$ cat config.mk
export PLATFORM = sky130hd
export DESIGN_NAME = clock_display_scan
export DESIGN_NICKNAME = d
export VERILOG_FILES = /design/src/rtl/clock_display_scan.sv
export SDC_FILE = /design/constraint.sdc
export NUM_CORES = 1
export LEC_CHECK = 0
export BUFFER_PORTS_ARGS = -buffer_cell sky130_fd_sc_hd__buf_4
export CAP_MARGIN = 20
export CORE_MARGIN = 4
export CORE_UTILIZATION = 53
export CTS_BUF_LIST = sky130_fd_sc_hd__clkbuf_8
export CTS_CLUSTER_DIAMETER = 30
export DETAILED_ROUTE_END_ITERATION = 10
export GPL_ROUTABILITY_DRIVEN = 1
export GPL_TIMING_DRIVEN = 0
export PLACE_DENSITY = 0.82
export SYNTH_ARGS = -nofsm -noshare
export SYNTH_HDL_FRONTEND = slang
export SYNTH_SLANG_ARGS = --single-unit
export TNS_END_PERCENT = 50
$ cat constraint.sdc
create_clock -name clk -period 5.11 [get_ports clk]
set_input_delay 0.2555 -clock clk [delete_from_list [all_inputs] [get_ports clk]]
set_output_delay 0.2555 -clock clk [all_outputs]
set_load 0.02 [all_outputs]
$ cat src/rtl/clock_display_scan.sv
// Scans a tear-free snapshot of the mm:ss BCD digits onto a 4-digit common-anode
// seven-segment display, with a blinking colon and optional leading-zero blanking.
module clock_display_scan #(
    parameter int SCAN_DIV  = 4,
    parameter int BLINK_DIV = 8
) (
    input  logic       clk,
    input  logic       rst,
    input  logic [3:0] rightSec,
    input  logic [2:0] leftSec,
    input  logic [3:0] rightMin,
    input  logic [2:0] leftMin,
    input  logic       load,
    input  logic       blank_lead,
    output logic [3:0] an,
    output logic [6:0] seg,
    output logic       dp,
    output logic       frame_done
);

    localparam int DIV_W = (SCAN_DIV > 1) ? $clog2(SCAN_DIV) : 1;
    localparam int FC_W  = (BLINK_DIV > 1) ? $clog2(BLINK_DIV) : 1;
    localparam logic [DIV_W-1:0] DIV_LAST = DIV_W'(SCAN_DIV - 1);
    localparam logic [FC_W-1:0]  FC_LAST  = FC_W'(BLINK_DIV - 1);

    typedef enum logic [1:0] {
        DIG_RSEC = 2'd0,
        DIG_LSEC = 2'd1,
        DIG_RMIN = 2'd2,
        DIG_LMIN = 2'd3
    } digit_t;

    logic [DIV_W-1:0] div;
    logic [FC_W-1:0]  fc;
    digit_t           index;
    digit_t           index_next;
    logic             phase;
    logic             pending;
    logic [13:0]      sh;
    logic [13:0]      sh_next;
    logic             div_wrap;
    logic             frame_wrap;
    logic             capture;
    logic [3:0]       an_next;
    logic [6:0]       seg_next;
    logic             dp_next;

    // Codes above max_code (tens digits stop at 5) light nothing.
    function automatic logic [6:0] decode(input logic [3:0] code, input logic [3:0] max_code);
        if (code > max_code) return 7'h7F;
        case (code)
            4'd0:    return 7'h40;
            4'd1:    return 7'h79;
            4'd2:    return 7'h24;
            4'd3:    return 7'h30;
            4'd4:    return 7'h19;
            4'd5:    return 7'h12;
            4'd6:    return 7'h02;
            4'd7:    return 7'h78;
            4'd8:    return 7'h00;
            4'd9:    return 7'h10;
            default: return 7'h7F;
        endcase
    endfunction

    // The output register is loaded with the digit being entered, so a capture on
    // the wrap edge must feed the new shadow straight into digit 0's decode.
    always_comb begin
        div_wrap   = (div == DIV_LAST);
        frame_wrap = div_wrap && (index == DIG_LMIN);
        capture    = frame_wrap && (pending || load);
        sh_next    = capture ? {leftMin, rightMin, leftSec, rightSec} : sh;
        index_next = DIG_RSEC;
        an_next    = 4'b1111;
        seg_next   = 7'h7F;
        dp_next    = 1'b1;
        unique case (index)
            DIG_RSEC: index_next = DIG_LSEC;
            DIG_LSEC: index_next = DIG_RMIN;
            DIG_RMIN: index_next = DIG_LMIN;
            DIG_LMIN: index_next = DIG_RSEC;
        endcase
        unique case (index_next)
            DIG_RSEC: begin
                an_next  = 4'b1110;
                seg_next = decode(sh_next[3:0], 4'd9);
            end
            DIG_LSEC: begin
                an_next  = 4'b1101;
                seg_next = decode({1'b0, sh_next[6:4]}, 4'd5);
            end
            DIG_RMIN: begin
                an_next  = 4'b1011;
                seg_next = decode(sh_next[10:7], 4'd9);
                dp_next  = ~phase;
            end
            DIG_LMIN: begin
                if (!(blank_lead && sh_next[13:11] == 3'd0)) begin
                    an_next  = 4'b0111;
                    seg_next = decode({1'b0, sh_next[13:11]}, 4'd5);
                end
            end
        endcase
    end

    always_ff @(posedge clk or negedge rst) begin
        if (!rst) begin
            div        <= '0;
            index      <= DIG_RSEC;
            fc         <= '0;
            phase      <= 1'b0;
            pending    <= 1'b0;
            sh         <= '0;
            an         <= 4'b1110;
            seg        <= 7'h40;
            dp         <= 1'b1;
            frame_done <= 1'b0;
        end else begin
            frame_done <= frame_wrap;
            sh         <= sh_next;
            if (frame_wrap) begin
                pending <= 1'b0;
            end else if (load) begin
                pending <= 1'b1;
            end
            if (div_wrap) begin
                div   <= '0;
                index <= index_next;
                an    <= an_next;
                seg   <= seg_next;
                dp    <= dp_next;
            end else begin
                div <= div + 1'b1;
            end
            if (frame_wrap) begin
                if (fc == FC_LAST) begin
                    fc    <= '0;
                    phase <= ~phase;
                end else begin
                    fc <= fc + 1'b1;
                end
            end
        end
    end

endmodule

* Word level (Yosys, flattened, before mapping)
Memory sizes are Yosys's and may differ from the RTL's.
Cells that the tools add are included.
** Word-level totals
- Bits in registers :: 36
- ROM bits :: 336
- Bits of input ports :: 18
- Output and inout bits :: 13
- Logic and storage cells :: 66
- Memories kept :: 4
** Cells by class
- $add $sub $neg :: 2
- Order comparisons :: 4
- Equality and inequality tests :: 8
- Mux-type cells :: 28
- Bitwise logic cells :: 1
- Reduce and logical (&&, ||, !) cells :: 9
** Memories
- (no name shown) :: words 16, width 7, rd ports 1, clocked after Yosys merged registers in 0, wr ports 0, RTL line 51 : case (code)
- (no name shown) :: words 16, width 7, rd ports 1, clocked after Yosys merged registers in 0, wr ports 0, RTL line 51
- (no name shown) :: words 8, width 7, rd ports 1, clocked after Yosys merged registers in 0, wr ports 0, RTL line 51
- (no name shown) :: words 8, width 7, rd ports 1, clocked after Yosys merged registers in 0, wr ports 0, RTL line 51
** Operator list (count)
- $mux 7 :: 9
- $pmux 7 s4 :: 1
- $pmux 4 s4 :: 1
- $mux 14 :: 1
- $mux 1 :: 12
- $eq 2x2->1 const B :: 5
- $gt 4x4->1 const B :: 2
- $pmux 2 s4 :: 1
- $gt 3x3->1 const B :: 2
- $eq 2x1->1 const B :: 2
- $logic_not 2->1 :: 2
- $mux 4 :: 1
- $add 3x1->3 const B :: 1
- $eq 3x3->1 const B :: 1
- $logic_and 1x1->1 :: 3
- $logic_not 3->1 :: 1
- $mux 3 :: 1
- $add 2x1->2 const B :: 1
- $mux 2 :: 1
- $reduce_and 2->1 :: 1
- $reduce_bool 2->1 :: 1
- $logic_or 1x1->1 :: 1
- $not 1->1 :: 1

* Longest topological paths before layout
- Depth after elaboration :: 11
- Gate-level depth with buffers :: 13
- Depth with buffers taken out :: 10

* Least setup slack after synthesis
No wires, ideal clock.
- Path type :: register -> register
- Start point :: register index[0]
- End point :: register seg[5]
- Library setup time :: 99 ps
- Data arrival time :: 2864 ps
- Data required time :: 5011 ps
- Path slack :: 2146 ps
- Cell stages (with the launch flop) :: 14
- Period minus slack after synthesis :: 2964 ps
- Cell sequence :: dfrtp_1 > ha_1 > o211ai_2 > buf_6 > buf_4 > buf_4 > mux2i_1 > inv_1 > ha_1 > o21bai_1 > mux2i_1 > o31ai_1 > a21o_1 > a311oi_1
** Between the ends
- Elaborated cells on any way between the ends :: 37
- Classes of those cells :: 4 x order compare; 6 x eq/ne; 17 x mux; 6 x reduce/logical; 4 x memory
** RTL lines
- start: declaration :: RTL line 35 : digit_t index;
- start signal: assignment :: RTL line 128 : index <= index_next;
- $eq 2x2->1 * :: RTL line 70 : frame_wrap = div_wrap && (index == DIG_LMIN);
- $logic_and 1x1->1 * :: RTL line 70
- $logic_and 1x1->1 * :: RTL line 71 : capture = frame_wrap && (pending || load);
- $mux 14 * :: RTL line 72 : sh_next = capture ? {leftMin, rightMin, leftSec, rightSec} : sh;
- net sh_next[4] :: RTL line 40 : logic [13:0] sh_next;
- $gt 3x3->1 :: RTL line 50 : if (code > max_code) return 7'h7F;
- $mux 1 :: RTL line 50
- $mux 1 :: RTL line 83 : unique case (index_next)
- $mux 7 * :: RTL line 51
- $pmux 7 s4 * :: RTL line 83
- end signal: assignment :: RTL line 130 : seg <= seg_next;
- end: declaration :: RTL line 16 : output logic [6:0] seg,
The timed path passes the listed nets; every way through them passes the cells marked *. The select of a mux whose other input is x is not followed.
A chain may end at the register's enable or synchronous reset.

* Worst setup path after layout
- Start point :: register div[0]
- End point :: register seg[6]
** Between the ends
- Elaborated cells on any way between the ends :: 29
- Classes of those cells :: 4 x order compare; 1 x eq/ne; 16 x mux; 4 x reduce/logical; 4 x memory
** RTL lines
- start: declaration :: RTL line 33 : logic [DIV_W-1:0] div;
- start signal: assignment :: RTL line 133 : div <= div + 1'b1;
- $eq 2x2->1 * :: RTL line 69 : div_wrap = (div == DIV_LAST);
- $logic_and 1x1->1 * :: RTL line 70
- $logic_and 1x1->1 * :: RTL line 71
- $mux 14 * :: RTL line 72
- net sh_next[4] :: RTL line 40
- $gt 3x3->1 :: RTL line 50
- $mux 1 :: RTL line 50
- $mux 1 :: RTL line 83
- $mux 7 * :: RTL line 51
- $pmux 7 s4 * :: RTL line 83
Marked as above.

==> results.md <==
* Clock buffer depth at 2
* Mapped Avg Cell Area at 9.89 um2
* Period utilization at 70.0%
* First-pass GRT wire length at 9940 um
* Max-Slew Margin vs Limit at 49.8%
* Largest net degree at the start of global routing at 37
* Routed wire length at 6000 um
* #FFs+latches synth at 36
* Final Hold Fails at 0
* Top FF cell, synth: dfrtp_1
* Min cycle time layout at 3.58 ns
* H-Tree Depth at 2
* GP Congestion at 0.868
* DRT Pass-1 Iters at 5
* Dpl hpwl at 4460 um
* Critical Path Start Type: register
* CP Class: reg -> reg
* Mapped Cells at 262
* Finish-stage setup viols at 0
* Path depth of the worst reg2reg path at 13
* Layout Utilization at approximately 64%
* Total track usage at 20.4%
* Die height at 77.9 um
* Final Cell Area at between 3000 and 4000 um2
* Setup Skew at 0.00955 ns
* Crit path required time at 5.35 ns
* WP data arrival at between 3 and 4 ns
* Wirelength per Cell at ~16 um
* Core Region at 4720 um2
* CTS Sinks at 36
* Initial Util at between 50% and 60%
* Dpl cell area at 2900 um2
* Port-buffer cells at 30
* Worst-path maximum fanout at 10
* Worst hold path class: in -> reg
* Status: completed
* Width of the chip at 77.9 um
* Maximum clock frequency at 280 MHz
* I/O pin cnt at 31
* Power per cell area at 208 nW/um2
* Fin nets at 348
* Share of post-route cells with drive strength above 1 at 22.3%
* Seq/Total Area, Yosys at 35.0%
* Post-Syn Nets at 310
* Via density at 5.95
* Synthesis Warnings at 0
* Final Max Slew Viols at 0
* Yosys cell types at 59
* Reg clk slew, reported paths at roughly 0.080 ns
* Post-CTS sizing at 0
* Max VDD drop at 0.0000933 V
* Setup repair after global routing missed its margin: no
* Row count at 25
* Commonest cells after routing, fill and taps aside: buf_4 (33), dfrtp_1 (31), ha_1 (30)
* Via count at 2189
* Vias in the first global route at between 2k and 2.5k
* Initial antenna violation count at 0
* Worst-Margin Slew at between 0.7 and 0.8 ns
* Total Die Area at 6070 um2
* DRT antenna net count at 0
* Total setup buffers inserted after CTS at 0
* Clock Tree Root: clkbuf_8
* # diodes at 0
* CTS tree: done
* Num CTS Buffers at 5
* Synthesized area at 2590 um2
* DRC at 0
* Initial DRC count at 227
* R2R setup slack at approximately 1.5 ns
* CP endpoint kind: register
* EDFF count, synth at 0
* Lkg Pwr at 1.40 nW
* Max_cap viols at 0
* Worst skew pair latency at 0.30 ns
* Commonest non-fill, non-tap cell in the layout: buf_4
* Asr flop ratio synth at 100%
* Congestion Overflow GR at 0
* Layout area overhead at 15.9%
* Cts hold-fix bufs at 1
* Setup TNS Final at 0 ns
* WHS Path Cells at 3
==> cell type report <==
class / instances / area [um2]
plain buffers: 8 / 48.8
clock buffers: 6 / 82.6
clock inverters: 2 / 11.3
fillers: 394 / 1720
inverters: 25 / 93.8
multi-input cells: 193 / 1540
flip-flops and latches: 36 / 907
well taps: 67 / 83.8
repair buffers: 31 / 235
==> report_power, final <==
group | internal, W | total (W) | switching, W
registers | 0.000296 | 0.000306 | 0.0000100
clock network | 0.000108 | 0.000218 | 0.000111
logic | 0.0000441 | 0.000102 | 0.0000576
==> state kept, by name (all words and copies together), names as in the netlist <==
signal / count
pending: 1
an: 4
frame_done: 1
fc: 3
div: 2
index: 2
dp: 1
sh: 14
seg: 7
phase: 1
==> worst max-delay path, stage by stage, from the launching register on <==
cell	delay [ns]
dfrtp_1	0.41
ha_1	0.29
o211ai_2	0.15
buf_6	0.23
buf_4	0.21
buf_4	0.24
mux2i_1	0.40
inv_1	0.15
ha_1	0.26
o21bai_1	0.17
mux2i_1	0.36
o31ai_1	0.17
o22ai_1	0.27
o221a_2	0.23
==> stage by stage <==
step	std cells	hold slack, ns	worst slack, ns	power [W]
6_report	368	0.216	1.53	0.000626
5_1_grt	368	0.218	1.25	0.000648
4_1_cts	368	0.216	1.54	0.000626
3_5_place_dp	359	0.244	1.62	0.000411
3_3_place_gp	359	0.241	1.69	0.000408
2_1_floorplan	262	-0.0401	2.15	0.000368
==> kinds of logic (layout without fill, tap and decap cells) <==
family	count (synthesis)	in the layout	share of synthesized area, %
and+or+nand+nor	63	63	12.0
DFF	36	36	35.0
buffers and inverters	33	72	5.50
adders and majority gates	30	30	14.5
AOI/OAI and AO/OA	77	77	22.2
xor gates and xnor gates	1	1	0.338
muxes	22	22	10.4
==> cells in the mapped netlist, types with 4 or more instances <==
master	n	share of area (%)
a211oi_1	4	1.2
dfrtp_1	31	30
dfstp_2	5	5.1
ha_1	30	14
inv_1	21	3.0
inv_2	4	0.58
mux2i_1	14	5.4
nand2_1	12	1.7
nand2b_1	4	0.97
nand3b_1	5	1.4
nor2_1	20	2.9
nor3_1	9	1.7
nor3b_1	4	1.2
o211ai_1	7	2.0
o21ai_0	20	3.9
==> final timing paths <==
check	start	end
max in group asynchronous	rst	seg[6]$_DFFE_PN1N_
max reg2reg	div[0]$_DFF_PN0_	seg[6]$_DFFE_PN1N_
max	div[0]$_DFF_PN0_	seg[6]$_DFFE_PN1N_
min in group asynchronous	rst	div[0]$_DFF_PN0_
min	load	pending$_DFFE_PN0P_
min reg2reg	phase$_DFFE_PN0P_	dp$_DFFE_PN1N_
==> routing by layer <==
layer	up-vias	global-route usage, %	wire [um]
li1	1029	-	-
met1	1052	27.4	2700
met2	91	32.0	2830
met3	17	3.94	344
met4	0	8.92	130
met5	-	0	0
No activity file was read; power rests on OpenSTA's default activity.
